`src/rtl/conv_sequencer.sv`:
```
// conv_sequencer
// Generates the 34-bit core instruction word for one full 3x3 convolution
// pass. For each kernel position (kij) it runs these phases in order:
// weight fetch into L0, array load, pipeline drain wait, activation fetch,
// execute, and ofifo drain into pmem. The drain accumulates from kij 1 onward.
//
// Ports
//   clk        rising-edge clock
//   reset      asynchronous, active-low (0 = reset)
//   start      begin a pass; only looked at while idle
//   valid      core ofifo holds a complete output row
//   inst[33:0] registered core instruction word; lags the state by one cycle
//   busy       high in every state except IDLE
//   done       one-cycle pulse while the FSM sits in DONE
//   kij_idx    current kernel position
//   state_dbg  current FSM state encoding, for observation only
//
// Handshakes: the host raises start while busy is low; the pass is accepted
// on that edge, and start is ignored until busy falls again. done marks the
// end of the pass. On the core side a row is taken by registering ofifo_rd on
// an edge where valid is high. At most one read is issued per two cycles, so
// valid is always re-evaluated after the previous pop.
module conv_sequencer #(
  parameter int COL        = 8,
  parameter int LEN_KIJ    = 9,
  parameter int LEN_NIJ    = 36,
  parameter int X_BASE     = 0,
  parameter int W_BASE     = 36,
  parameter int P_BASE     = 0,
  parameter int LOAD_DRAIN = 16
) (
  input  logic        clk,
  input  logic        reset,
  input  logic        start,
  input  logic        valid,
  output logic [33:0] inst,
  output logic        busy,
  output logic        done,
  output logic [3:0]  kij_idx,
  output logic [2:0]  state_dbg
);

  typedef enum logic [2:0] {
    S_IDLE, S_W_FETCH, S_W_LOAD, S_W_WAIT, S_X_FETCH, S_EXEC, S_DRAIN, S_DONE
  } state_t;

  typedef struct packed {
    logic        acc;
    logic        cen_pmem;
    logic        wen_pmem;
    logic [10:0] a_pmem;
    logic        cen_xmem;
    logic        wen_xmem;
    logic [10:0] a_xmem;
    logic        ofifo_rd;
    logic        ififo_wr;
    logic        ififo_rd;
    logic        l0_rd;
    logic        l0_wr;
    logic        execute;
    logic        load;
  } inst_t;

  localparam inst_t       IDLE_INST = inst_t'(34'h1800C0000);
  localparam logic [7:0]  COL_C     = 8'(COL);
  localparam logic [7:0]  NIJ_C     = 8'(LEN_NIJ);
  localparam logic [7:0]  WAIT_C    = 8'(LOAD_DRAIN);
  localparam logic [3:0]  LAST_KIJ  = 4'(LEN_KIJ - 1);
  localparam logic [10:0] COL_A     = 11'(COL);
  localparam logic [10:0] X_BASE_A  = 11'(X_BASE);
  localparam logic [10:0] W_BASE_A  = 11'(W_BASE);
  localparam logic [10:0] P_BASE_A  = 11'(P_BASE);

  state_t     state_q, state_d;
  logic [7:0] cnt_q, cnt_d;
  logic [7:0] rd_cnt_q, rd_cnt_d;
  logic [7:0] wr_cnt_q, wr_cnt_d;
  logic [3:0] kij_q, kij_d;
  inst_t      inst_q, inst_d;
  logic       busy_q, done_q;

  always_comb begin
    state_d  = state_q;
    kij_d    = kij_q;
    rd_cnt_d = rd_cnt_q;
    wr_cnt_d = wr_cnt_q;
    inst_d   = IDLE_INST;

    case (state_q)
      S_IDLE: begin
        if (start) begin
          state_d = S_W_FETCH;
          kij_d   = '0;
        end
      end

      // One extra cycle so the last SRAM read (one-cycle latency) lands in L0.
      S_W_FETCH: begin
        if (cnt_q < COL_C) begin
          inst_d.cen_xmem = 1'b0;
          inst_d.a_xmem   = W_BASE_A + 11'(kij_q) * COL_A + 11'(cnt_q);
        end
        if (cnt_q != 8'd0) inst_d.l0_wr = 1'b1;
        if (cnt_q == COL_C) state_d = S_W_LOAD;
      end

      S_W_LOAD: begin
        inst_d.l0_rd = 1'b1;
        inst_d.load  = 1'b1;
        if (cnt_q == COL_C - 8'd1) state_d = S_W_WAIT;
      end

      S_W_WAIT: begin
        if (cnt_q == WAIT_C - 8'd1) state_d = S_X_FETCH;
      end

      S_X_FETCH: begin
        if (cnt_q < NIJ_C) begin
          inst_d.cen_xmem = 1'b0;
          inst_d.a_xmem   = X_BASE_A + 11'(cnt_q);
        end
        if (cnt_q != 8'd0) inst_d.l0_wr = 1'b1;
        if (cnt_q == NIJ_C) state_d = S_EXEC;
      end

      S_EXEC: begin
        inst_d.l0_rd   = 1'b1;
        inst_d.execute = 1'b1;
        if (cnt_q == NIJ_C - 8'd1) state_d = S_DRAIN;
      end

      // A read in the current word always becomes a pmem write in the next
      // one, so reads and writes alternate. The pass moves on on the
      // same edge that registers the last write.
      S_DRAIN: begin
        if (inst_q.ofifo_rd) begin
          inst_d.cen_pmem = 1'b0;
          inst_d.wen_pmem = 1'b0;
          inst_d.a_pmem   = P_BASE_A + 11'(wr_cnt_q);
          inst_d.acc      = (kij_q != 4'd0);
          wr_cnt_d        = wr_cnt_q + 8'd1;
          if (wr_cnt_q == NIJ_C - 8'd1) begin
            if (kij_q == LAST_KIJ) begin
              state_d = S_DONE;
            end else begin
              kij_d   = kij_q + 4'd1;
              state_d = S_W_FETCH;
            end
          end
        end else if (valid && (rd_cnt_q < NIJ_C)) begin
          inst_d.ofifo_rd = 1'b1;
          rd_cnt_d        = rd_cnt_q + 8'd1;
        end
      end

      S_DONE: state_d = S_IDLE;

      default: state_d = S_IDLE;
    endcase

    // Every state change starts the per-state counters from zero.
    if (state_d != state_q) begin
      rd_cnt_d = '0;
      wr_cnt_d = '0;
    end
    cnt_d = ((state_d != state_q) || (state_q == S_IDLE)) ? 8'd0 : cnt_q + 8'd1;
  end

  always_ff @(posedge clk or negedge reset) begin
    if (!reset) begin
      state_q  <= S_IDLE;
      cnt_q    <= '0;
      rd_cnt_q <= '0;
      wr_cnt_q <= '0;
      kij_q    <= '0;
      inst_q   <= IDLE_INST;
      busy_q   <= 1'b0;
      done_q   <= 1'b0;
    end else begin
      state_q  <= state_d;
      cnt_q    <= cnt_d;
      rd_cnt_q <= rd_cnt_d;
      wr_cnt_q <= wr_cnt_d;
      kij_q    <= kij_d;
      inst_q   <= inst_d;
      busy_q   <= (state_d != S_IDLE);
      done_q   <= (state_d == S_DONE);
    end
  end

  assign inst      = inst_q;
  assign busy      = busy_q;
  assign done      = done_q;
  assign kij_idx   = kij_q;
  assign state_dbg = state_q;

endmodule

```
`config.mk`:
```
export PLATFORM = sky130hd
export DESIGN_NAME = conv_sequencer
export DESIGN_NICKNAME = d
export VERILOG_FILES = /design/src/rtl/conv_sequencer.sv
export SDC_FILE = /design/constraint.sdc
export NUM_CORES = 1
export LEC_CHECK = 0
export BUFFER_PORTS_ARGS = -buffer_cell sky130_fd_sc_hd__buf_2
export CAP_MARGIN = 10
export CORE_MARGIN = 4
export CORE_UTILIZATION = 50
export DETAILED_ROUTE_END_ITERATION = 8
export GPL_ROUTABILITY_DRIVEN = 0
export MAX_ROUTING_LAYER = met4
export PLACE_DENSITY = 0.72
export SYNTH_ARGS = -nofsm -noshare
export SYNTH_HDL_FRONTEND = slang
export SYNTH_SLANG_ARGS = --single-unit
```
`constraint.sdc`:
```
create_clock -name clk -period 2.7 [get_ports clk]
set_clock_uncertainty 0.1 [all_clocks]
set_input_delay 0.405 -clock clk [delete_from_list [all_inputs] [get_ports clk]]
set_output_delay 0.405 -clock clk [all_outputs]
set_load 0.02 [all_outputs]
```
# Word level (Yosys, flattened, before mapping)
# Cells that the tools add are included.
[word_totals] ff_bits=64 input_bits=4 output_inout_bits=43 word_cells=102
[classes] reduce_logical=15 n_lt_le_gt_ge=3 muxes=39 n_addsub=6 n_eq_ne=21
[ops] cell="$mux 8" n=9
[ops] cell="$mux 14" n=2
[ops] cell="$mux 3" n=9
[ops] cell="$add 8x1->8 const B" n=3
[ops] cell="$eq 8x6->1 const B" n=3
[ops] cell="$pmux 3 s8" n=1
[ops] cell="$pmux 9 s2" n=1
[ops] cell="$eq 8x4->1 const B" n=2
[ops] cell="$lt 8x6->1 const B" n=2
[ops] cell="$mux 4" n=4
[ops] cell="$eq 3x3->1 const B" n=5
[ops] cell="$mux 1" n=10
[ops] cell="$add 8x8->9" n=1
[ops] cell="$mux 9" n=1
[ops] cell="$add 6x7->8 const A" n=1
[ops] cell="$eq 8x3->1 const B" n=1
[ops] cell="$lt 8x4->1 const B" n=1
[ops] cell="$ne 2x2->1 const B" n=4
[ops] cell="$pmux 4 s2" n=1
[ops] cell="$reduce_bool 2->1" n=4
[ops] cell="$reduce_bool 8->1" n=1
[ops] cell="$eq 3x2->1 const B" n=2
[ops] cell="$reduce_and 5->1" n=1
[ops] cell="$add 4x1->4 const B" n=1
[ops] cell="13 further kinds" n=14

# Longest topological paths before layout
[depth] word_depth=8 ltp_mapped=9 ltp_nobuf=9

# Worst setup path before layout
# Ideal clock, no wire load.
[synth_path] path_kind="register to register" from="register cnt_q[4]" to="register busy_q (netlist: busy)" period_less_slack_ps=2120 path_buffers=1 stages_incl_launch_ff=7 t_required_ps=2469 t_arrival_ps=1888 setup_slack_ps=580 setup_ps=131 path_cell_list="dfrtp_1 -> buf_2 -> or4_4 -> nor3_4 -> o31ai_2 -> o31a_1 -> or3_1"
[synth_between] elab_chain_cells=4 elab_cells_between_ends=12 cone_classes="5 x eq/ne; 6 x mux; 1 x reduce/logical"
[synth_lines] element="from (decl)" line="75" text="logic [7:0] cnt_q, cnt_d;"
[synth_lines] element="from (signal assigned)" line="181" text="cnt_q <= cnt_d;"
[synth_lines] element="$eq 8x6->1, or another cell as far along" line="129" text="if (cnt_q == NIJ_C - 8'd1) state_d = S_DRAIN;"
[synth_lines] element="$mux 3 (on tied branches)"
[synth_lines] element="$pmux 3 s8 (*)" line="89" text="case (state_q)"
[synth_lines] element="via state_d[0]" line="74" text="state_t state_q, state_d;"
[synth_lines] element="$reduce_bool 3->1 (*)" line="186" text="busy_q <= (state_d != S_IDLE);"
[synth_lines] element="to (signal assigned)" line="186"
[synth_lines] element="to (decl)" line="80" text="logic busy_q, done_q;"
# Mark *: on every way through the listed nets, which the timed path passes. The rest lies on a longest branch.
# A chain may end at the register's enable or synchronous reset.

# Worst setup path after layout
[layout_path] from="register wr_cnt_q[0]" to="register rd_cnt_q[4]"
[layout_between] elab_chain_cells=7 elab_cells_between_ends=10 cone_classes="3 x eq/ne; 4 x mux; 3 x reduce/logical"
[layout_lines] element="from (decl)" line="77" text="logic [7:0] wr_cnt_q, wr_cnt_d;"
[layout_lines] element="from (signal assigned)" line="183" text="wr_cnt_q <= wr_cnt_d;"
[layout_lines] element="$eq 8x6->1 (*)" line="142" text="if (wr_cnt_q == NIJ_C - 8'd1) begin"
[layout_lines] element="$mux 3 (*)" line="142"
[layout_lines] element="$mux 3 (*)" line="136" text="if (inst_q.ofifo_rd) begin"
[layout_lines] element="$pmux 3 s8 (*)" line="89"
[layout_lines] element="$ne 3x3->1 (*)" line="162" text="if (state_d != state_q) begin"
[layout_lines] element="$ne 2x1->1 (no source line) / $reduce_bool 2->1 (equally long branches)"
[layout_lines] element="$reduce_and 3->1 (no source line)"
[layout_lines] element="to (signal assigned)" line="182" text="rd_cnt_q <= rd_cnt_d;"
[layout_lines] element="to (decl)" line="76" text="logic [7:0] rd_cnt_q, rd_cnt_d;"
# Mark *: on every way between the ends. The rest lies on a longest branch, timed or not.

==> impl_metrics.ini <==
[die]
die_x_um = 86.0
die_area_um2 = 7400
dieHeight_um = 86.0
initial_utilization = 0.514
core_area_um2 = 5920
io-pin-count = 47
std_cell_rows = 28

[worst_hold_path]
hp-start = start
hold_depth = 4
hold_class = in2reg
hold-path-endpoint = kij_idx[1]

[final_layout]
drive_above_1_share = 0.231
final_area_um2 = 3570
final_util = 0.602
layout_common_cells = dfrtp_1 (56), buf_2 (38), inv_1 (24)
num_antenna_cells = 0
final_nets = 365
nFillCells = 510
syn2layout_area_growth_pct = 17.2
layout_commonest_cell = dfrtp_1

[synthesis]
synth_top_area_share = 0.461
postSynth.asyncResetShare = 1.00
synth_top_family_by_area = simple AND/OR/NAND/NOR gates
synth_compound_area_frac = 0.0950
synth_cell_types = 62
synth_ff_type = dfrtp_1
yosysSeqAreaShare = 0.478
synth_warnings = 0
synth-simple-area-share = 0.224
synth-adder-area-share = 0.0683
synthTopCellsByArea = dfrtp_1 (46%), ha_1 (6.2%), xor2_1 (3.2%), inv_1 (3.0%), nor2_1 (2.6%)
postSynthAreaPerCell_um2 = 10.2
ys_ff_latch = 58
synth.mux.area_fraction = 0.00699
synthesis.area_um2 = 3040
synth_xor_xnor_area_share = 0.0576
syn_inst = 298
yosysTopAreaCell = dfrtp_1
synth_edf_count = 0

[sta]
setup_tns_ns = 0
tightest_slew_ns = 0.612
setup_viol_count_final = 0
maxSlewViolCount = 0
slew_headroom = 0.592
fin_crit_ns = 2.38
period_share = 0.883
finalHoldViolCount = 0
rsz0062_at_grt = false
fmax_mhz = 419
worst_slack_ns = 0.316

[cts]
htree_levels = 3
clk_pin_slew_ns = 0.07
cts_resized = 0
cts.sinks = 58
clk_latency_ns = 0.34
cts_tree = yes
cts_buffer_depth = 2
cts_inserted_buffers = 9
root_buffer = clkbuf_8

[placement]
io_buffers = 38
dpl_cell_area_um2 = 3320
hpwl_um = 4470
pre_cts_ws_ns = 0.363

[route]
drt_first_iter_violations = 218
detail-route-antenna-nets = 0
drtPass1Iterations = 4
route.vias.total = 2282
viasPerCell = 5.37
routed_wl_um = 6250
drc_errors = 0
wl_per_cell_um = 14.7

[worst_setup_path]
reg2reg_to = rd_cnt_q[4]
crit_arrival_ns = 2.51
start_kind = register
rr_startpoint = wr_cnt_q[0]
required_ns = 2.82
ff2ff_path_depth = 7
r2r_slack_ns = 0.32
end_kind = register
cp_max_fo = 12
criticalPathCategory = reg2reg

[grt]
overflow = 0
grt_max_degree = 33
antenna_found_initial = 0
grt_pass1_wl_um = 10900
grt_pass1_vias = 2268
grtUsageTotal = 0.197

[power]
combPwrFrac = 0.349
p_switching_w = 0.00120
pwr-share-clk = 0.286
design_power_total_w = 0.00328
p_int_w = 0.00208
p_seq_frac = 0.365
swShare = 0.365
ir_worst_vdd_mv = 0.512
powerDensity_nw_per_um2 = 919
p_leak_nw = 1.78

[status]
outcome = complete, no violations

[flow_run]
cap_violations = 0
## stage by stage
| step | hold slack, ns | std cells |
|---|---|---|
| floorplan | 0.00941 | 304 |
| global placement | 0.343 | 408 |
| detailed placement | 0.357 | 408 |
| CTS | 0.296 | 425 |
| global route | 0.330 | 425 |
| finish | 0.319 | 425 |
## synthesized netlist by cell type, drive strengths merged (2+ instances only)
| master | count |
|---|---|
| a21o | 3 |
| a21oi | 8 |
| and2 | 10 |
| and3 | 4 |
| buf | 15 |
| clkbuf | 4 |
| conb | 2 |
| dfrtp | 56 |
| dfstp | 2 |
| ha | 15 |
| inv | 24 |
| nand2 | 20 |
| nand2b | 6 |
| nand3 | 11 |
| nand4 | 2 |
| nor2 | 21 |
| nor2b | 4 |
| nor3 | 15 |
| nor4 | 5 |
| o21ai | 10 |
| o311ai | 2 |
| o31a | 3 |
| o41ai | 2 |
| or3 | 4 |
| or4 | 2 |
| or4b | 2 |
| xnor2 | 9 |
| xor2 | 11 |
## cells by family (layout without fill, tap and decap cells)
group,after synthesis,count (layout)
and+or+nand+nor,116,116
DFF,58,58
buffers and inverters,43,89
AOI/OAI and AO/OA,41,41
xor gates and xnor gates,20,20
adders and majority gates,16,16
other,2,8
muxes,2,2
## flip-flops by register name, indices dropped and copies added, names as in the netlist
name	cells
wr_cnt_q	8
busy	1
state_dbg	3
inst	25
done	1
cnt_q	8
rd_cnt_q	8
kij_idx	4
## how the worst max path moves through the flow
| stage | startpoint | to | slack, ns | depth (start not counted) |
|---|---|---|---|---|
| floorplan | cnt_q[4] | busy | 0.58 | 6 |
| global placement | cnt_q[6] | cnt_q[1] | 0.44 | 6 |
| detailed placement | wr_cnt_q[0] | wr_cnt_q[7] | 0.36 | 7 |
| CTS | wr_cnt_q[0] | wr_cnt_q[2] | 0.34 | 7 |
| global route | wr_cnt_q[0] | rd_cnt_q[4] | 0.18 | 7 |
| finish | wr_cnt_q[0] | rd_cnt_q[4] | 0.32 | 7 |
## repair_timing
item / in CTS / in global routing
endpoints found under the hold margin: 24 / 0
hold buffers: 1 / 0
setup endpoints to repair: 0 / 0
buffers inserted: 0 / 0
## metal layers
layer  wire [um]  GRT usage  vias up
met3         445     0.0384       13
met4         156      0.108        0
li1            -          -     1109
met1        2900      0.259     1076
met2        2740      0.285       84
met5           0          -        -
## critical path: stages (launching register included)
cell,delay (ns)
dfrtp_1,0.42
ha_1,0.25
or4bb_1,0.51
nor3_2,0.25
a32o_1,0.22
a211o_1,0.22
buf_4,0.22
nor2_1,0.07
## power groups by stage
| stage | Clock [W] | Combinational, W | Sequential [W] |
|---|---|---|---|
| finish | 0.000938 | 0.00115 | 0.00120 |
| floorplan | 0 | 0.000787 | 0.00123 |
| CTS | 0.000960 | 0.00115 | 0.00120 |
| detailed placement | 0 | 0.00113 | 0.00121 |
| global route | 0.00100 | 0.00128 | 0.00123 |
| global placement | 0 | 0.00111 | 0.00121 |
## layout make-up
class / instances / area (um2) / share of cell area
Timing Repair Buffer: 49 / 288 / 0.0807
Multi-Input combinational cell: 203 / 1400 / 0.394
Inverter: 24 / 90.1 / 0.0253
Tap cell: 75 / 93.8 / 0.0263
Sequential cell: 58 / 1450 / 0.408
Clock buffer: 12 / 165 / 0.0463
Clock inverter: 4 / 72.6 / 0.0203
Power figures use the tool's default switching activity.
